$ cat config.mk
export PLATFORM = sky130hd
export DESIGN_NAME = dram_dma
export DESIGN_NICKNAME = d
export VERILOG_FILES = /design/src/rtl/dram_dma.sv
export SDC_FILE = /design/constraint.sdc
export NUM_CORES = 1
export LEC_CHECK = 0
export ABC_AREA = 1
export BUFFER_PORTS_ARGS = -buffer_cell sky130_fd_sc_hd__clkbuf_2
export CAP_MARGIN = 0
export CORE_UTILIZATION = 50
export CTS_BUF_LIST = sky130_fd_sc_hd__clkbuf_2 sky130_fd_sc_hd__clkbuf_4 sky130_fd_sc_hd__clkbuf_8
export DETAILED_ROUTE_END_ITERATION = 16
export MAX_ROUTING_LAYER = met4
export PLACE_DENSITY = 0.82
export RECOVER_POWER = 25
export SYNTH_ARGS = -nofsm -noshare
export SYNTH_HDL_FRONTEND = slang
export SYNTH_SLANG_ARGS = --single-unit
$ cat constraint.sdc
create_clock -name clk -period 1.5 [get_ports clk]
set_input_delay 0 -clock clk [delete_from_list [all_inputs] [get_ports clk]]
set_output_delay 0 -clock clk [all_outputs]
set_load 0.1 [all_outputs]
$ cat src/rtl/dram_dma.sv
// dram_dma: word copy engine driving one Tawas data RAM port.
// Optional fill mode is compiled in with DRAM_DMA_FILL_EN.
module dram_dma #(
    parameter int LEN_W  = 16,
    parameter int RD_LAT = 1
) (
    input  logic             clk,
    input  logic             rst,
    input  logic             start,
    input  logic             abort,
    input  logic [31:0]      src_addr,
    input  logic [31:0]      dst_addr,
    input  logic [LEN_W-1:0] len_words,
    input  logic             fill,
    input  logic [31:0]      fill_data,
    output logic             busy,
    output logic             done,
    output logic [31:0]      mem_addr,
    output logic             mem_cs,
    output logic             mem_wr,
    output logic [3:0]       mem_mask,
    output logic [31:0]      mem_din,
    input  logic [31:0]      mem_dout
);

    localparam int WC_W = (RD_LAT > 2) ? $clog2(RD_LAT - 1) : 1;

    typedef enum logic [2:0] {
        S_IDLE,
        S_RD,
        S_WAIT,
        S_WR,
        S_FIN
    } state_t;

    state_t           state;
    logic [31:0]      src_q;
    logic [31:0]      dst_q;
    logic [LEN_W-1:0] cnt_q;
    logic [WC_W-1:0]  wcnt_q;
    logic [31:0]      src_al;
    logic [31:0]      dst_al;
    logic             unused_bits;

    assign src_al = {src_addr[31:2], 2'b00};
    assign dst_al = {dst_addr[31:2], 2'b00};

`ifdef DRAM_DMA_FILL_EN
    logic        fill_q;
    logic [31:0] fill_d_q;

    assign unused_bits = ^{src_addr[1:0], dst_addr[1:0]};
`else
    assign unused_bits = ^{src_addr[1:0], dst_addr[1:0], fill, fill_data};
`endif

    // Transfer sequencer; every port output is driven from this register set.
    always_ff @(posedge clk) begin
        if (rst) begin
            state    <= S_IDLE;
            src_q    <= '0;
            dst_q    <= '0;
            cnt_q    <= '0;
            wcnt_q   <= '0;
            busy     <= 1'b0;
            done     <= 1'b0;
            mem_addr <= '0;
            mem_cs   <= 1'b0;
            mem_wr   <= 1'b0;
            mem_mask <= 4'h0;
            mem_din  <= '0;
`ifdef DRAM_DMA_FILL_EN
            fill_q   <= 1'b0;
            fill_d_q <= '0;
`endif
        end else begin
            done <= 1'b0;
            if (busy && abort) begin
                state    <= S_IDLE;
                busy     <= 1'b0;
                cnt_q    <= '0;
                wcnt_q   <= '0;
                mem_cs   <= 1'b0;
                mem_wr   <= 1'b0;
                mem_mask <= 4'h0;
            end else begin
                unique case (state)
                    S_IDLE: begin
                        if (start && !done) begin
                            src_q <= src_al;
                            dst_q <= dst_al;
                            cnt_q <= len_words;
`ifdef DRAM_DMA_FILL_EN
                            fill_q   <= fill;
                            fill_d_q <= fill_data;
`endif
                            if (len_words == '0) begin
                                state <= S_FIN;
                            end else begin
                                busy <= 1'b1;
`ifdef DRAM_DMA_FILL_EN
                                if (fill) begin
                                    state    <= S_WR;
                                    mem_cs   <= 1'b1;
                                    mem_wr   <= 1'b1;
                                    mem_mask <= 4'hF;
                                    mem_addr <= dst_al;
                                    mem_din  <= fill_data;
                                end else
`endif
                                begin
                                    state    <= S_RD;
                                    mem_cs   <= 1'b1;
                                    mem_addr <= src_al;
                                end
                            end
                        end
                    end
                    S_RD: begin
                        if (RD_LAT == 1) begin
                            state    <= S_WR;
                            mem_wr   <= 1'b1;
                            mem_mask <= 4'hF;
                            mem_addr <= dst_q;
                            mem_din  <= mem_dout;
                        end else begin
                            state  <= S_WAIT;
                            mem_cs <= 1'b0;
                            wcnt_q <= WC_W'(RD_LAT - 2);
                        end
                    end
                    S_WAIT: begin
                        if (wcnt_q == '0) begin
                            state    <= S_WR;
                            mem_cs   <= 1'b1;
                            mem_wr   <= 1'b1;
                            mem_mask <= 4'hF;
                            mem_addr <= dst_q;
                            mem_din  <= mem_dout;
                        end else begin
                            wcnt_q <= wcnt_q - 1'b1;
                        end
                    end
                    S_WR: begin
                        src_q    <= src_q + 32'd4;
                        dst_q    <= dst_q + 32'd4;
                        cnt_q    <= cnt_q - 1'b1;
                        mem_cs   <= 1'b0;
                        mem_wr   <= 1'b0;
                        mem_mask <= 4'h0;
                        if (cnt_q == LEN_W'(1)) begin
                            state <= S_FIN;
                        end else begin
`ifdef DRAM_DMA_FILL_EN
                            if (fill_q) begin
                                state    <= S_WR;
                                mem_cs   <= 1'b1;
                                mem_wr   <= 1'b1;
                                mem_mask <= 4'hF;
                                mem_addr <= dst_q + 32'd4;
                                mem_din  <= fill_d_q;
                            end else
`endif
                            begin
                                state    <= S_RD;
                                mem_cs   <= 1'b1;
                                mem_addr <= src_q + 32'd4;
                            end
                        end
                    end
                    S_FIN: begin
                        state <= S_IDLE;
                        busy  <= 1'b0;
                        done  <= 1'b1;
                    end
                    default: state <= S_IDLE;
                endcase
            end
        end
    end

endmodule
==> flow_metrics.py, run 1 <==
metrics = {
    "outcome": {
        "outcome": "did not finish",
        "lastStage": "5_1_grt",
        "firstError": "[ERROR GRT-0232] Routing congestion too high. Check the congestion heatmap in the GUI.",
    },
    "synth": {
        "synth_commonest_cells": "nand2_1, nor2_1, dfxtp_1",
        "synthFlopType": "dfxtp_1",
        "synthCells": 1373,
        "synth_edf_count": 0,
        "synthTopCellsByArea": "dfxtp_1, nand2_1, nor2_1, a21oi_1, o21ai_0",
        "synth_largest_area_cell": "dfxtp_1",
        "synth-seq-cells": 146,
        "yosysTopAreaCellShare_pct": 34.94,
        "syn_avg_cell_area_um2": 6.093,
        "synthArstFlopShare_pct": 0,
        "yosys.cell_types.count": 44,
        "ys_warn_count": 0,
        "synth_area_um2": 8366,
        "ys_seq_area_share_pct": 34.94,
        "yosysMostFrequentCell": "nand2_1",
        "syn_nets": 1526,
    },
    "die": {
        "rows": 46,
        "die_h_um": 131.4,
        "io_pins": 221,
        "start_util_pct": 51.91,
        "die_w_um": 131.4,
    },
    "global_route": {
        "grt_max_degree": 38,
        "grt_overflow": 2043,
        "grt_use_total_pct": 107.6,
    },
    "place": {
        "portBuffers": 183,
        "gp_congestion": 0.9773,
        "dp_hpwl_um": 20200,
        "dp_slack_ns": -0.2120,
    },
    "sta": {
        "worstEpCategory": "register input",
        "crit_endpoint": "mem_addr[20]$_SDFFE_PP0P_/D",
    },
    "cts": {
        "cts_root_buf": "clkbuf_8",
        "cts_buffer_depth": 2,
        "h-tree-depth": 4,
        "cts_sinks": 146,
        "numCtsBuffers": 17,
    },
}
==> through the flow <==
stage	area, um2	hold WS (ns)	std cells
global placement	10550	0.2208	1857
detailed placement	10550	0.2288	1857
CTS	13830	0.004032	2057
floorplan	8403	0.1349	1373
==> metal layers <==
| layer | track usage (%) | GRT overflow |
|---|---|---|
| met3 | 75.39 | 27 |
| met4 | 114.0 | 310 |
| met1 | 92.28 | 28 |
| met5 | - | - |
| met2 | 148.0 | 1678 |
==> cells by family after synthesis <==
group                    share of synthesized area, %
AND/OR/NAND/NOR                                 38.59
AO/OA/AOI/OAI                                   16.29
buffers and inverters                           8.750
flip-flops                                      34.94
XOR/XNOR                                       0.8376
adder cells (fa/ha/maj)                        0.5983
==> repair_timing <==
item / CTS
resized for setup: 302
endpoints found under the setup margin: 133
buffers inserted: 43
pin swaps: 96
cloned: 22
hold buffers: 107
hold endpoints to repair: 137
==> run 2, diff against run 1 <==
CORE_UTILIZATION = 35   (was 50)
CTS_BUF_LIST = not set   (was sky130_fd_sc_hd__clkbuf_2 sky130_fd_sc_hd__clkbuf_4 sky130_fd_sc_hd__clkbuf_8)
MAX_ROUTING_LAYER = not set   (was met4)
PLACE_DENSITY = not set   (was 0.82)
PLACE_DENSITY_LB_ADDON = 0.15   (was not set)
clock period = 1.95 ns   (was 1.5 ns; I/O delays follow)
==> flow_metrics.py, run 2 <==
metrics = {
    "worst_setup_path": {
        "required_ns": 2.27,
        "path_class": "flop to flop",
        "worst-path-max-fanout": 29,
        "cp-end-kind": "flop",
        "critPathArrivalTime_ns": 2.09,
        "worst_setup_path_start_kind": "flop",
    },
    "die": {
        "start_util_pct": 35.64,
        "io_pins": 221,
        "dieArea_um2": 24520,
        "rows": 56,
        "coreArea_um2": 23470,
        "die_w_um": 156.6,
        "die_h_um": 156.6,
    },
    "sta": {
        "finClkSkew_ns": 0.01481,
        "fin_setup_tns_ns": 0,
        "slew_violations": 0,
        "fmax_mhz": 565.4,
        "rsz0062_at_grt": "false",
        "finalCritPeriodShare_pct": 90.70,
        "worst_pin_slew_ns": 1.201,
        "setup_viol": 0,
        "hold_viol": 0,
        "slew_headroom_pct": 20.26,
        "period_needed_ns": 1.769,
    },
    "cells_and_area": {
        "area_delta_synth_final_pct": 36.61,
        "mostFrequentLayoutCells": "nand2_1, nor2_1, dfxtp_1",
        "fin_area_um2": 11430,
        "n_antenna_cell": 0,
        "final_common_cell": "nand2_1",
        "top_register": "mem_din",
        "nets": 1814,
        "drive_above_1_share_pct": 14.04,
        "largest_reg_flops": 32,
        "n_fill_cell": 2463,
        "top_regs": "mem_din x32, mem_addr x31",
    },
    "synth": {
        "synthTopCellsByArea": "dfxtp_1, nand2_1, nor2_1, a21oi_1, o21ai_0",
        "synth_largest_area_cell": "dfxtp_1",
        "syn_nets": 1526,
        "synthFlopType": "dfxtp_1",
        "ys_seq_area_share_pct": 34.94,
        "synthArstFlopShare_pct": 0,
        "synth_edf_count": 0,
        "synth_area_um2": 8366,
        "yosysMostFrequentCell": "nand2_1",
        "synthCells": 1373,
        "yosysTopAreaCellShare_pct": 34.94,
        "synth-seq-cells": 146,
        "yosys.cell_types.count": 44,
        "synth_commonest_cells": "nand2_1, nor2_1, dfxtp_1",
        "ys_warn_count": 0,
        "syn_avg_cell_area_um2": 6.093,
    },
    "cts": {
        "numCtsBuffers": 17,
        "cts_root_buf": "clkbuf_16",
        "cts_buffer_depth": 2,
        "cts_sinks": 146,
        "h-tree-depth": 4,
        "insertion_delay_ns": 0.44,
        "clkTransAtPathRegs_ns": 0.07,
        "cts_tree": "done",
    },
    "run": {
        "max_cap_viol_count": 0,
    },
    "routing": {
        "via_count": 9611,
        "wire_per_inst_um": 14.41,
        "remaining_drc_errors": 0,
        "antenna_left": 0,
        "routed_wl_um": 28720,
        "drt_iter0_drc": 604,
        "via_per_inst": 4.822,
        "dr.pass1.iters": 5,
    },
    "global_route": {
        "grt_use_total_pct": 24.01,
        "grt_overflow": 0,
        "grt_pass1_wl_um": 46350,
        "antenna_found_initial": 0,
        "grt_pass1_vias": 9136,
        "grt_max_degree": 54,
    },
    "place": {
        "dp_hpwl_um": 19910,
        "dpl_cell_area_um2": 9799,
        "portBuffers": 183,
        "gp_congestion": 0.8447,
    },
    "power": {
        "p_leak_nw": 4.867,
        "peakVddDrop_mv": 0.6494,
        "power_mw": 13.04,
        "power_density_nw_per_um2": 1141,
    },
    "worst_hold_path": {
        "hold_path_class": "input port to flop",
    },
    "outcome": {
        "outcome": "finished, final reports clean",
    },
}
[run 2: per-stage QoR]
step / setup WS (ns) / util, % / cells / hold WS (ns)
after global placement: 0.1608 / 41.75 / 1852 / 0.2203
after detailed placement: 0.1100 / 41.75 / 1852 / 0.2281
after CTS: 0.08478 / 48.79 / 1991 / 0.01339
after floorplan: 0.1868 / - / 1373 / 0.1349
after global routing: 0.02736 / 48.69 / 1993 / 0.05645
final: 0.1813 / 48.69 / 1993 / 0.01669
[run 2: worst paths after layout]
check,cells after the start,startpoint,slack [ns],to
setup / recovery,11,cnt_q[12],0.18,mem_addr[26]
hold / removal,4,abort,0.02,src_q[2]
setup reg to reg,11,cnt_q[12],0.18,mem_addr[26]
hold reg to reg,2,busy,0.46,busy
[run 2: layout make-up]
class	instances	area (um2)	area share, %
Multi-Input combinational cell	1056	4736	41.44
Inverter	104	392.9	3.438
Clock inverter	14	152.6	1.336
Sequential cell	146	2928	25.62
Timing Repair Buffer	336	2391	20.92
Clock buffer	18	429.2	3.755
Tap cell	319	399.1	3.492
[run 2: what timing repair did]
action / 4_1_cts / 5_1_grt
resized for setup: 0 / 10
endpoints found under the hold margin: 135 / 0
buffers inserted: 0 / 2
endpoints found under the setup margin: 0 / 23
hold buffers: 107 / 0
[run 2: logic make-up after synthesis]
family,after synthesis,synth area share [%]
xor gates and xnor gates,8,0.8376
buffers and inverters,171,8.750
AOI/OAI and AO/OA,257,16.29
and+or+nand+nor,787,38.59
DFF,146,34.94
adders and majority gates,4,0.5983
[run 2: critical path, stage by stage (launching register included)]
cell,delay [ns]
dfxtp_1,0.34
nor2_1,0.21
nand2_1,0.12
nor2_1,0.13
nand3_1,0.11
nand2_1,0.14
inv_1,0.07
nand2_1,0.10
buf_12,0.19
a21oi_1,0.09
nand2_1,0.09
inv_1,0.04
[run 2: layer usage]
metal	up-vias	GRT usage [%]	share of wire [%]
met5	-	0	0
met4	0	6.256	1.3
met3	23	3.988	4.2
met2	219	40.45	47
met1	4358	31.61	48
li1	5011	-	-
[run 2: where the power goes]
| part | switching [mW] | internal, mW |
|---|---|---|
| Sequential | 0.504 | 3.56 |
| Clock | 1.43 | 1.90 |
| Combinational | 4.29 | 1.36 |
Note: power is estimated with default switching activity, not from simulation.
==> run 3, diff against run 2 <==
ABC_AREA = not set   (was 1)
CORE_UTILIZATION = 30   (was 35)
==> flow_metrics.py, run 3 <==
metrics = {
    "sta": {
        "setup_viol": 35,
        "hold_viol": 0,
        "finClkSkew_ns": 0.01638,
        "slew_violations": 0,
        "fmax_mhz": 484.3,
        "finalCritPeriodShare_pct": 105.9,
        "slew_headroom_pct": 15.89,
        "worst_pin_slew_ns": 1.267,
        "worst_hold_slack_ns": 0.01463,
        "rsz0062_at_grt": "true",
        "worst_slack_ns": -0.1150,
        "period_needed_ns": 2.065,
    },
    "cts": {
        "clkTransAtPathRegs_ns": 0.07,
        "h-tree-depth": 4,
        "cts_root_buf": "clkbuf_16",
        "insertion_delay_ns": 0.43,
        "numCtsBuffers": 17,
        "cts_sinks": 146,
        "cts_buffer_depth": 2,
        "cts_tree": "done",
    },
    "cells_and_area": {
        "drive_above_1_share_pct": 31.36,
        "n_fill_cell": 2697,
        "mostFrequentLayoutCells": "nand2_1, buf_4, clkbuf_2",
        "final_common_cell": "nand2_1",
        "n_antenna_cell": 0,
        "nets": 1659,
        "largest_reg_flops": 32,
        "multi_input_area_um2": 5426,
        "top_regs": "mem_din x32, mem_addr x31",
        "fin_cells": 1859,
        "area_delta_synth_final_pct": 57.20,
        "seq_area_um2": 2965,
        "top_register": "mem_din",
    },
    "synth": {
        "synth_edf_count": 0,
        "yosys.cell_types.count": 65,
        "ys_warn_count": 0,
        "synth-seq-cells": 146,
        "yosysMostFrequentCell": "nand2_1",
        "ys_seq_area_share_pct": 35.36,
        "syn_nets": 1278,
        "syn_avg_cell_area_um2": 7.348,
        "synthTopCellsByArea": "dfxtp_1, a21oi_1, nand2_1, nor2_1, a22oi_1",
        "synth_largest_area_cell": "dfxtp_1",
        "synthArstFlopShare_pct": 0,
        "yosysTopAreaCellShare_pct": 35.36,
        "synth_area_um2": 8267,
        "synthFlopType": "dfxtp_1",
        "synth_commonest_cells": "nand2_1, dfxtp_1, a21oi_1",
        "synthCells": 1125,
    },
    "die": {
        "die_h_um": 168,
        "rows": 60,
        "dieArea_um2": 28220,
        "start_util_pct": 30.59,
        "coreArea_um2": 27030,
        "io_pins": 221,
        "die_w_um": 168,
    },
    "global_route": {
        "grt_use_total_pct": 24.12,
        "grt_pass1_vias": 9753,
        "grt_pass1_wl_um": 53610,
        "antenna_found_initial": 0,
        "grt_max_degree": 41,
        "grt_overflow": 0,
    },
    "worst_setup_path": {
        "worstSetupStartpoint": "dst_q[20]",
        "r2r_start": "dst_q[20]",
        "reg2reg_to": "dst_q[28]",
        "required_ns": 2.25,
        "path_class": "flop to flop",
        "critPathArrivalTime_ns": 2.37,
        "worst-path-max-fanout": 6,
        "worstRegToRegCells": 6,
        "r2r_setup_slack_ns": -0.11,
        "cp-end-kind": "flop",
        "cp-endpoint": "dst_q[28]",
        "worst_setup_path_start_kind": "flop",
    },
    "routing": {
        "via_count": 9980,
        "remaining_drc_errors": 0,
        "antenna_left": 0,
        "via_per_inst": 5.368,
        "wire_per_inst_um": 18.52,
        "drt_iter0_drc": 885,
        "dr.pass1.iters": 7,
        "routed_wl_um": 34430,
    },
    "power": {
        "p_leak_nw": 5.138,
        "peakVddDrop_mv": 0.5722,
        "power_density_nw_per_um2": 892.9,
    },
    "place": {
        "gp_congestion": 0.8411,
        "dp_hpwl_um": 23660,
        "portBuffers": 183,
        "dp_slack_ns": -0.1922,
        "dp.cells": 1711,
    },
    "worst_hold_path": {
        "hold_path_class": "input port to flop",
    },
    "outcome": {
        "outcome": "finished with violations",
        "violations": "negative setup slack",
    },
    "run": {
        "max_cap_viol_count": 0,
    },
}
-- run 3: cell count changes after synthesis, sizes merged, moves of 44 or more --
cell,before,now
nor2,264,109
inv,103,13
nand3,89,39
nand2,393,162
o21ai,108,56
nor3,11,55
-- run 3: report_power, final --
group          total (mW)  leakage, nW  internal, mW  switching [mW]
sequential           3.60         1.21          3.33           0.270
clock                3.69        0.318          2.32            1.37
combinational        4.32         3.61          1.39            2.93
-- run 3: routing by layer --
layer  part of all wire [%]  vias to the layer above  global-route usage, %  wire length (um)
met1                     45                     4711                  31.40             15590
met2                     47                      359                  41.20             16340
met3                    5.8                       36                  4.278              1996
met4                    1.4                        0                  5.784               498
li1                       -                     4874                      -                 -
met5                      0                        -                      0                 0
-- run 3: area by class of cell --
cell class                      count  area share (%)
Inverter                           13          0.3755
Multi-Input combinational cell    864           41.76
Clock buffer                       23           3.842
Clock inverter                      8           1.136
Tap cell                          341           3.283
Sequential cell                   146           22.82
Timing Repair Buffer              464           26.79
-- run 3: worst max-delay path: stages, from the launching register on --
cell,delay [ns]
dfxtp_2,0.33
and3_4,0.18
or4b_4,0.52
or4_4,0.51
o21a_1,0.21
o21ai_1,0.12
a21oi_1,0.07
-- run 3: cells by family after synthesis --
family	share of synthesized area, %
AND/OR/NAND/NOR	27.20
AO/OA/AOI/OAI	26.96
flip-flops	35.36
buffers and inverters	5.812
XOR/XNOR	2.861
adder cells (fa/ha/maj)	1.090
multiplexers	0.7265
-- run 3: worst min-delay path by stage --
stage / start / to / slack, ns / depth (start not counted)
2_1_floorplan: mem_dout[0] / mem_din[0] / 0.14 / 2
3_3_place_gp: mem_dout[20] / mem_din[20] / 0.22 / 3
3_5_place_dp: mem_dout[11] / mem_din[11] / 0.23 / 3
4_1_cts: src_addr[8] / src_q[8] / 0.003 / 5
5_1_grt: src_addr[13] / src_q[13] / 0.03 / 5
6_report: src_addr[8] / src_q[8] / 0.01 / 5
-- run 3: what timing repair did --
item | in CTS | in global routing
buffers inserted | 11 | 7
pin swaps | 12 | 29
resized for setup | 47 | 78
gates cloned | 2 | 2
hold buffers | 97 | 0
endpoints found under the hold margin | 106 | 0
endpoints found under the setup margin | 43 | 84
-- run 3: stage by stage --
stage | TNS [ns] | cell area (um2) | util, % | power [mW]
2_1_floorplan | -0.3814 | 8411 | - | 6.289
3_3_place_gp | -2.996 | 10730 | 39.69 | 7.511
3_5_place_dp | -4.814 | 10730 | 39.69 | 7.530
4_1_cts | -2.068 | 12660 | 46.83 | 11.53
5_1_grt | -5.759 | 13000 | 48.08 | 12.09
6_report | -1.903 | 13000 | 48.08 | 11.60
